$ cat src/rtl/regfile_wb_pkg.sv
// Shared types and constants for the register-file write-back arbiter.
package regfile_wb_pkg;

   localparam int AW = 5;
   localparam int DW = 32;

   // Register reserved for the stack path; normal producers never write it.
   localparam logic [4:0] STACK_REG = 5'd31;

   // Which producer wins when both request in the same cycle.
   typedef enum logic {
      PRI_MEM = 1'b0,
      PRI_ALU = 1'b1
   } pri_state_e;

endpackage

$ cat src/rtl/regfile_wb_arbiter_if.sv
// Write-back bus between the two producers, the issue stage and the arbiter.
// The slave modport is the arbiter's view; master is the requesters' view.
interface regfile_wb_arbiter_if #(
   parameter int AW = regfile_wb_pkg::AW,
   parameter int DW = regfile_wb_pkg::DW
);

   logic                 alu_valid;
   logic                 alu_ready;
   logic [AW-1:0]        alu_addr;
   logic signed [DW-1:0] alu_data;

   logic                 mem_valid;
   logic                 mem_ready;
   logic [AW-1:0]        mem_addr;
   logic signed [DW-1:0] mem_data;

   logic                 reg_Write;
   logic [AW-1:0]        Write_Address;
   logic signed [DW-1:0] Write_data;
   logic                 r31_drop;

   logic                 issue_valid;
   logic [AW-1:0]        issue_addr;
   logic [AW-1:0]        chk_ra;
   logic [AW-1:0]        chk_rb;
   logic                 hazard_ra;
   logic                 hazard_rb;

   modport slave (
      input  alu_valid, alu_addr, alu_data,
      input  mem_valid, mem_addr, mem_data,
      input  issue_valid, issue_addr, chk_ra, chk_rb,
      output alu_ready, mem_ready,
      output reg_Write, Write_Address, Write_data, r31_drop,
      output hazard_ra, hazard_rb
   );

   modport master (
      output alu_valid, alu_addr, alu_data,
      output mem_valid, mem_addr, mem_data,
      output issue_valid, issue_addr, chk_ra, chk_rb,
      input  alu_ready, mem_ready,
      input  reg_Write, Write_Address, Write_data, r31_drop,
      input  hazard_ra, hazard_rb
   );

endinterface

$ cat src/rtl/regfile_scoreboard.sv
// Busy-bit scoreboard: one bit per register, set at issue, cleared when the
// write-back lands. A same-edge set beats a clear because a newer producer
// of that register is now in flight. The stack register is never tracked.
module regfile_scoreboard
   import regfile_wb_pkg::*;
#(
   parameter int AW = regfile_wb_pkg::AW
) (
   input  logic          clk,
   input  logic          reset,
   input  logic          set_en,
   input  logic [AW-1:0] set_addr,
   input  logic          clr_en,
   input  logic [AW-1:0] clr_addr,
   input  logic [AW-1:0] rd_addr_a,
   input  logic [AW-1:0] rd_addr_b,
   output logic          rd_busy_a,
   output logic          rd_busy_b
);

   localparam int               NREG = 1 << AW;
   localparam logic [AW-1:0]    R31  = AW'(STACK_REG);

   logic [NREG-1:0] busy;
   logic [NREG-1:0] busy_nxt;

   // Apply clear first, then set, so a coincident set survives.
   always_comb begin
      // NOTE: every always_comb output gets a default first so no path leaves it unassigned (no latch).
      busy_nxt = busy;
      if (clr_en) busy_nxt[clr_addr] = 1'b0;
      if (set_en && set_addr != R31) busy_nxt[set_addr] = 1'b1;
   end

   // Busy vector storage.
   always_ff @(posedge clk) begin
      // NOTE: the busy vector is plain flops, not RAM, so it is reset; a stale bit would stall issue forever.
      // NOTE: sequential state uses <= so every flop samples pre-edge values.
      if (reset) busy <= '0;
      else       busy <= busy_nxt;
   end

   // Read ports; R31 and reset both force "not busy".
   always_comb begin
      rd_busy_a = !reset && rd_addr_a != R31 && busy[rd_addr_a];
      rd_busy_b = !reset && rd_addr_b != R31 && busy[rd_addr_b];
   end

endmodule

$ cat src/rtl/regfile_wb_arbiter.sv
// Write-back arbiter in front of the 32x32 register file. Shares the single
// write port between the ALU and memory result paths, protects the ALU from
// starvation, filters writes to the stack register, and (when
// REGFILE_WB_SCOREBOARD_EN is defined) tracks in-flight destinations for
// read-after-write hazard detection.
module regfile_wb_arbiter
   import regfile_wb_pkg::*;
#(
   parameter int AW       = regfile_wb_pkg::AW,
   parameter int DW       = regfile_wb_pkg::DW,
   parameter int MAX_WAIT = 4
) (
   input logic                 clk,
   input logic                 reset,
   regfile_wb_arbiter_if.slave bus
);

   localparam int            CW       = $clog2(MAX_WAIT + 1);
   localparam logic [CW-1:0] WAIT_SAT = CW'(MAX_WAIT);
   localparam logic [AW-1:0] R31      = AW'(STACK_REG);

   pri_state_e    state;
   pri_state_e    state_nxt;
   logic [CW-1:0] wait_cnt;
   logic [CW-1:0] wait_cnt_nxt;
   logic          alu_xfer;
   logic          mem_xfer;
   logic [AW-1:0] win_addr;
   logic [DW-1:0] win_data;

   assign alu_xfer = bus.alu_valid && bus.alu_ready;
   assign mem_xfer = bus.mem_valid && bus.mem_ready;
   assign win_addr = alu_xfer ? bus.alu_addr : bus.mem_addr;
   assign win_data = alu_xfer ? bus.alu_data : bus.mem_data;

   // Priority state register.
   always_ff @(posedge clk) begin
      if (reset) state <= PRI_MEM;
      else       state <= state_nxt;
   end

   // Next priority: hand the ALU priority once it has waited MAX_WAIT cycles,
   // return it to memory as soon as the ALU is served or withdraws.
   always_comb begin
      state_nxt = state;
      case (state)
         PRI_MEM: if (wait_cnt_nxt == WAIT_SAT)       state_nxt = PRI_ALU;
         PRI_ALU: if (alu_xfer || !bus.alu_valid)     state_nxt = PRI_MEM;
         default:                                     state_nxt = PRI_MEM;
      endcase
   end

   // Grants: an uncontested requester always wins; contention follows state.
   always_comb begin
      bus.alu_ready = 1'b0;
      bus.mem_ready = 1'b0;
      if (!reset) begin
         if (bus.alu_valid && bus.mem_valid) begin
            bus.alu_ready = (state == PRI_ALU);
            bus.mem_ready = (state == PRI_MEM);
         end else begin
            bus.alu_ready = bus.alu_valid;
            bus.mem_ready = bus.mem_valid;
         end
      end
   end

   // Starvation counter: counts refused ALU cycles, saturating at MAX_WAIT.
   always_comb begin
      wait_cnt_nxt = wait_cnt;
      if (!bus.alu_valid || alu_xfer) wait_cnt_nxt = '0;
      else if (wait_cnt != WAIT_SAT)  wait_cnt_nxt = wait_cnt + 1'b1;
   end

   // Starvation counter register.
   always_ff @(posedge clk) begin
      if (reset) wait_cnt <= '0;
      else       wait_cnt <= wait_cnt_nxt;
   end

   // Registered write port; stack-register writes are swallowed and flagged.
   always_ff @(posedge clk) begin
      if (reset) begin
         bus.reg_Write     <= 1'b0;
         bus.Write_Address <= '0;
         bus.Write_data    <= '0;
         bus.r31_drop      <= 1'b0;
      end else begin
         bus.reg_Write <= 1'b0;
         bus.r31_drop  <= 1'b0;
         if (alu_xfer || mem_xfer) begin
            if (win_addr == R31) begin
               bus.r31_drop <= 1'b1;
            end else begin
               bus.reg_Write     <= 1'b1;
               bus.Write_Address <= win_addr;
               bus.Write_data    <= win_data;
            end
         end
      end
   end

`ifdef REGFILE_WB_SCOREBOARD_EN
   regfile_scoreboard #(
      .AW (AW)
   ) u_scoreboard (
      .clk       (clk),
      .reset     (reset),
      .set_en    (bus.issue_valid),
      .set_addr  (bus.issue_addr),
      .clr_en    (bus.reg_Write),
      .clr_addr  (bus.Write_Address),
      .rd_addr_a (bus.chk_ra),
      .rd_addr_b (bus.chk_rb),
      .rd_busy_a (bus.hazard_ra),
      .rd_busy_b (bus.hazard_rb)
   );
`else
   // Without the scoreboard the issue-side inputs are intentionally ignored.
   logic unused_issue;
   assign unused_issue  = ^{bus.issue_valid, bus.issue_addr, bus.chk_ra, bus.chk_rb};
   assign bus.hazard_ra = 1'b0;
   assign bus.hazard_rb = 1'b0;
`endif

endmodule
$ cat src/flat_wrapper.sv
// flat-port wrapper written by rule: the top's interface ports become plain ports
module regfile_wb_arbiter_flat import regfile_wb_pkg::*;
#(
   parameter int AW       = regfile_wb_pkg::AW,
   parameter int DW       = regfile_wb_pkg::DW,
   parameter int MAX_WAIT = 4
)
  (clk, reset, bus_alu_valid, bus_alu_addr, bus_alu_data, bus_mem_valid, bus_mem_addr, bus_mem_data, bus_issue_valid, bus_issue_addr, bus_chk_ra, bus_chk_rb, bus_alu_ready, bus_mem_ready, bus_reg_Write, bus_Write_Address, bus_Write_data, bus_r31_drop, bus_hazard_ra, bus_hazard_rb);
  regfile_wb_arbiter_if #(.AW(AW), .DW(DW)) bus_i ();
  input logic clk;
  input logic reset;
  input wire logic [$bits(bus_i.alu_valid)-1:0] bus_alu_valid;
  input wire logic [$bits(bus_i.alu_addr)-1:0] bus_alu_addr;
  input wire logic [$bits(bus_i.alu_data)-1:0] bus_alu_data;
  input wire logic [$bits(bus_i.mem_valid)-1:0] bus_mem_valid;
  input wire logic [$bits(bus_i.mem_addr)-1:0] bus_mem_addr;
  input wire logic [$bits(bus_i.mem_data)-1:0] bus_mem_data;
  input wire logic [$bits(bus_i.issue_valid)-1:0] bus_issue_valid;
  input wire logic [$bits(bus_i.issue_addr)-1:0] bus_issue_addr;
  input wire logic [$bits(bus_i.chk_ra)-1:0] bus_chk_ra;
  input wire logic [$bits(bus_i.chk_rb)-1:0] bus_chk_rb;
  output wire logic [$bits(bus_i.alu_ready)-1:0] bus_alu_ready;
  output wire logic [$bits(bus_i.mem_ready)-1:0] bus_mem_ready;
  output wire logic [$bits(bus_i.reg_Write)-1:0] bus_reg_Write;
  output wire logic [$bits(bus_i.Write_Address)-1:0] bus_Write_Address;
  output wire logic [$bits(bus_i.Write_data)-1:0] bus_Write_data;
  output wire logic [$bits(bus_i.r31_drop)-1:0] bus_r31_drop;
  output wire logic [$bits(bus_i.hazard_ra)-1:0] bus_hazard_ra;
  output wire logic [$bits(bus_i.hazard_rb)-1:0] bus_hazard_rb;
  assign bus_i.alu_valid = bus_alu_valid;
  assign bus_i.alu_addr = bus_alu_addr;
  assign bus_i.alu_data = bus_alu_data;
  assign bus_i.mem_valid = bus_mem_valid;
  assign bus_i.mem_addr = bus_mem_addr;
  assign bus_i.mem_data = bus_mem_data;
  assign bus_i.issue_valid = bus_issue_valid;
  assign bus_i.issue_addr = bus_issue_addr;
  assign bus_i.chk_ra = bus_chk_ra;
  assign bus_i.chk_rb = bus_chk_rb;
  assign bus_alu_ready = bus_i.alu_ready;
  assign bus_mem_ready = bus_i.mem_ready;
  assign bus_reg_Write = bus_i.reg_Write;
  assign bus_Write_Address = bus_i.Write_Address;
  assign bus_Write_data = bus_i.Write_data;
  assign bus_r31_drop = bus_i.r31_drop;
  assign bus_hazard_ra = bus_i.hazard_ra;
  assign bus_hazard_rb = bus_i.hazard_rb;
  regfile_wb_arbiter #(.AW(AW), .DW(DW), .MAX_WAIT(MAX_WAIT)) u_core (.clk(clk), .reset(reset), .bus(bus_i));
endmodule
$ cat config.mk
export PLATFORM = sky130hd
export DESIGN_NAME = regfile_wb_arbiter_flat
export DESIGN_NICKNAME = d
export VERILOG_FILES = /design/src/rtl/regfile_wb_pkg.sv /design/src/rtl/regfile_wb_arbiter_if.sv /design/src/rtl/regfile_scoreboard.sv /design/src/rtl/regfile_wb_arbiter.sv /design/src/flat_wrapper.sv
export SDC_FILE = /design/constraint.sdc
export NUM_CORES = 1
export LEC_CHECK = 0
export ABC_AREA = 1
export BUFFER_PORTS_ARGS = -buffer_cell sky130_fd_sc_hd__buf_4
export CAP_MARGIN = 0
export CORE_MARGIN = 2
export CORE_UTILIZATION = 47
export DETAILED_ROUTE_END_ITERATION = 7
export PLACE_DENSITY = 0.91
export SETUP_SLACK_MARGIN = 0.1
export SLEW_MARGIN = 15
export SYNTH_ARGS = -nofsm -noshare
export SYNTH_HDL_FRONTEND = slang
export SYNTH_HIERARCHICAL = 1
export SYNTH_SLANG_ARGS = --single-unit
$ cat constraint.sdc
create_clock -name clk -period 3.9 [get_ports clk]
set_input_delay 0.78 -clock clk [delete_from_list [all_inputs] [get_ports clk]]
set_output_delay 0.78 -clock clk [all_outputs]
set_load 0.03 [all_outputs]
### After elaboration in Yosys (flattened, before gate mapping)

Index checks and enable logic that the tools add are counted.

* bits in registers: 43
* input bits: 94
* output and inout port bits: 43
* word-level logic and storage cells: 34

* $add $sub $neg: 1
* equality and inequality tests: 3
* muxes and demuxes: 13
* bitwise gates (word level): 3
* reduce and logical (&&, ||, !) cells: 8

Operator list (count)
* $mux 32: 1
* $mux 1: 8
* $mux 3: 2
* $eq 5x5->1 const B: 1
* $mux 5: 1
* $add 3x1->3 const B: 1
* $eq 3x3->1 const B: 1
* $logic_and 1x1->1: 3
* $ne 3x3->1 const B: 1
* $not 1->1: 3
* $logic_or 1x1->1: 2
* $pmux 1 s2: 1
* $reduce_and 2->1: 1
* $reduce_or 2->1: 1
* $logic_not 1->1: 1

### Depth between registers and ports, before layout

* depth in word-level cells: 9
* depth in mapped cells: 13

### Worst setup path before layout

OpenSTA, ideal clock, no wires.

* path type: input to output
* from: input bus_alu_valid
* to: output bus_alu_ready
* arrival: 1.682 ns
* slack: 1.438 ns
* stages: 5
* buffers on the path: 1
* path through: inv_1 nor2_4 nand2_4 inv_2 clkbuf_1

* cells in the longest elaborated chain, start to end: 3

Ends and longest elaborated chain
* from (decl): RTL line flat_wrapper.sv:12 `input wire logic [$bits(bus_i.alu_valid)-1:0] bus_alu_valid;`
* $logic_and 1x1->1: RTL line regfile_wb_arbiter.sv:58 `if (bus.alu_valid && bus.mem_valid) begin`
* $mux 1 *: RTL line regfile_wb_arbiter.sv:58
* $mux 1 *: RTL line regfile_wb_arbiter.sv:57 `if (!reset) begin`
* to (decl): RTL line flat_wrapper.sv:22 `output wire logic [$bits(bus_i.alu_ready)-1:0] bus_alu_ready;`

Every way passes the cells marked *; elsewhere a longest branch is shown, timed or not.

### Worst setup path after layout

Ends and elaborated chain as after synthesis.

==> results.sh <==
export IMPL_post_cts_buffers=0
export IMPL_cts_sinks=43
export IMPL_grtUsageMet3=0.04284
export IMPL_drt_total_wl_mm=6.707
export IMPL_powerDensity_nw_per_um2=356.8
export IMPL_start_util=0.4953
export IMPL_whs_ns=0.4878
export IMPL_nNetsFinal=606
export IMPL_hpwl_mm=4.818
export IMPL_io_buffers=118
export IMPL_overflow=0
export IMPL_area_growth_synth_to_final_pct=40.27
export IMPL_synth_top_area_cell="dfxtp_1"
export IMPL_core_area_sq_um=4817
export IMPL_period_share=0.7317
export IMPL_cts_resized_gates=0
export IMPL_grt_busiest_layer="met2"
export IMPL_clkLatencyLatePin_ns=0.29
export IMPL_syn_cell_area_sq_um=2386
export IMPL_arrival_ns=2.07
export IMPL_drive_gt1_frac=0.2642
export IMPL_dr_pass1_iters=4
export IMPL_hold_depth=2
export IMPL_grt_max_degree=43
export IMPL_cp_end_kind="output pin"
export IMPL_postSynthCellCount=403
export IMPL_r2r_start="u_core/state"
export IMPL_synthTopCellsByCount="nand2_1, nor2_1, inv_1"
export IMPL_first_iter_violations=121
export IMPL_wl_per_cell_um=11.60
export IMPL_peakVddDrop_mv=0.2085
export IMPL_yosys_area_top_type_share=0.3608
export IMPL_grt_util_met2=0.4415
export IMPL_cts_tree="done"
export IMPL_worstHoldStart="u_core/bus.Write_data[6]"
export IMPL_rr_endpoint="u_core/bus.Write_data[14]"
export IMPL_grt_total_usage=0.2359
export IMPL_ys_seq_area_frac=0.3608
export IMPL_synth_area_leaders="dfxtp_1, nand2_1, nor2_1, nand3_1, inv_1"
export IMPL_hp_class="flop to flop"
export IMPL_slew_headroom=0.5579
export IMPL_gr_usage_met1=0.2613
export IMPL_setup_viol=0
export IMPL_fin_worst_skew_ns=0.005862
export IMPL_cp_max_fo=42
export IMPL_status="complete, no violations"
export IMPL_antenna_cells=0
export IMPL_cts_root_buf="clkbuf_8"
export IMPL_crit_required_ns=3.12
export IMPL_cts_htree_levels=2
export IMPL_antenna_found_initial=0
export IMPL_synthArstFlopShare=0
export IMPL_synth_edf_count=0
export IMPL_rr_worst_depth=12
export IMPL_grt_pass1_wl_mm=10.48
export IMPL_worstMarginPinSlew_ns=0.6608
export IMPL_antenna_left=0
export IMPL_finalCoreUtilization=0.6948
export IMPL_cts_buffers=5
export IMPL_hold_buffers=0
export IMPL_clock_path_buffers=2
export IMPL_ios=137
export IMPL_yosysMostFrequentCell="nand2_1"
export IMPL_final_max_slew_viol_count=0
export IMPL_grt_pass1_vias=2513
export IMPL_synth_warnings=6
export IMPL_via_per_inst=4.683
export IMPL_crit_type="input pin to output pin"
export IMPL_ys_flop_type="dfxtp_1"
export IMPL_drcViolationCount=0
export IMPL_rsz0062_at_grt="false"
export IMPL_die_width_um=75.25
export IMPL_fmax_mhz=350.4
export IMPL_clk_pin_slew_ns=0.08
export IMPL_yosysUniqueCellTypes=25
export IMPL_synth_avg_cell_area_sq_um=5.921
export IMPL_row_count=25
export IMPL_drv_cap=0
export IMPL_die_h_um=75.25
export IMPL_ys_seq_elements=43
export IMPL_min_to="u_core/bus.Write_data[6]"
export IMPL_dr_total_vias=2707
export IMPL_min_period_ns=2.854
export IMPL_start_kind="input pin"
export IMPL_r2r_setup_slack_ns=1.37
export IMPL_p_leak_nw=1.971
export IMPL_place_congestion=0.8459
export IMPL_die_area_sq_um=5663
export IMPL_fin_tns_setup_ns=0
export IMPL_hold_violations=0
[cells in the final DEF, fill, tap and decap left out, types with 2 or more instances in the layout]
cell	netlist	layout
nor2_1	82	82
clkbuf_8	0	5
o21ai_0	6	6
dfxtp_1	43	43
nand3_1	38	38
ha_1	2	2
inv_1	44	44
nand2_1	152	152
conb_1	1	2
buf_4	2	121
inv_2	2	2
[worst max-delay path: stages]
cell and delay, ns:
buf_4 0.09, inv_1 0.08, nor2_4 0.21, nand2_4 0.31, inv_2 0.37, buf_4 0.23
[power breakdown]
part / total (W) / switching (W) / internal (W)
Combinational: 0.000352 / 0.000206 / 0.000146
Clock: 0.000347 / 0.000157 / 0.000191
Sequential: 0.000495 / 0.0000190 / 0.000476
[metrics by stage]
step                      cells  total power, W  cell area [sq um]  setup slack [ns]
after floorplan             404       0.0007165               2390             1.438
after global placement      570       0.0008457               3234            0.9967
after detailed placement    570       0.0008558               3234            0.8602
after CTS                   578        0.001196               3347             1.033
after global routing        578        0.001254               3347            0.8810
final                       578        0.001194               3347             1.047
[registers in the layout, summed over array words and instances, names as in the netlist]
| register | cells |
|---|---|
| u_core/bus.Write_Address | 5 |
| u_core/bus.Write_data | 32 |
| u_core/bus.r31_drop | 1 |
| u_core/bus.reg_Write | 1 |
| u_core/state | 1 |
| u_core/wait_cnt | 3 |
[metal layers]
layer,vias up,wire [um]
met2,82,3592
met1,1203,2619
li1,1405,-
met3,17,350
met4,0,144
met5,-,0
[cell families after synthesis]
family / count (synthesis) / synth area share
flops: 43 / 0.3608
xor+xnor: 1 / 0.003671
compound gates: 8 / 0.01783
fa+ha+maj: 2 / 0.01049
simple gates: 279 / 0.4699
buf+inv: 69 / 0.1358
other cells: 1 / 0.001572
[area by class of cell]
class	count	area, sq um
sequential	43	860.8
timing repair buffer	121	908.4
clock inverter	3	43.79
clock buffer	5	68.82
tap	67	83.83
multi-input combinational	292	1205
inverter	47	176.4
fill	463	1470
[worst max-delay path by stage]
stage                       start                          end  slack, ns
floorplan           bus_alu_valid                bus_alu_ready       1.44
global placement    bus_alu_valid  u_core/bus.Write_Address[3]        1.0
detailed placement  bus_alu_valid    u_core/bus.Write_data[14]       0.86
CTS                 bus_alu_valid                bus_alu_ready       1.03
global route        bus_alu_valid    u_core/bus.Write_data[14]       0.88
finish              bus_alu_valid                bus_alu_ready       1.05
Note: power is estimated with default switching activity, not from simulation.
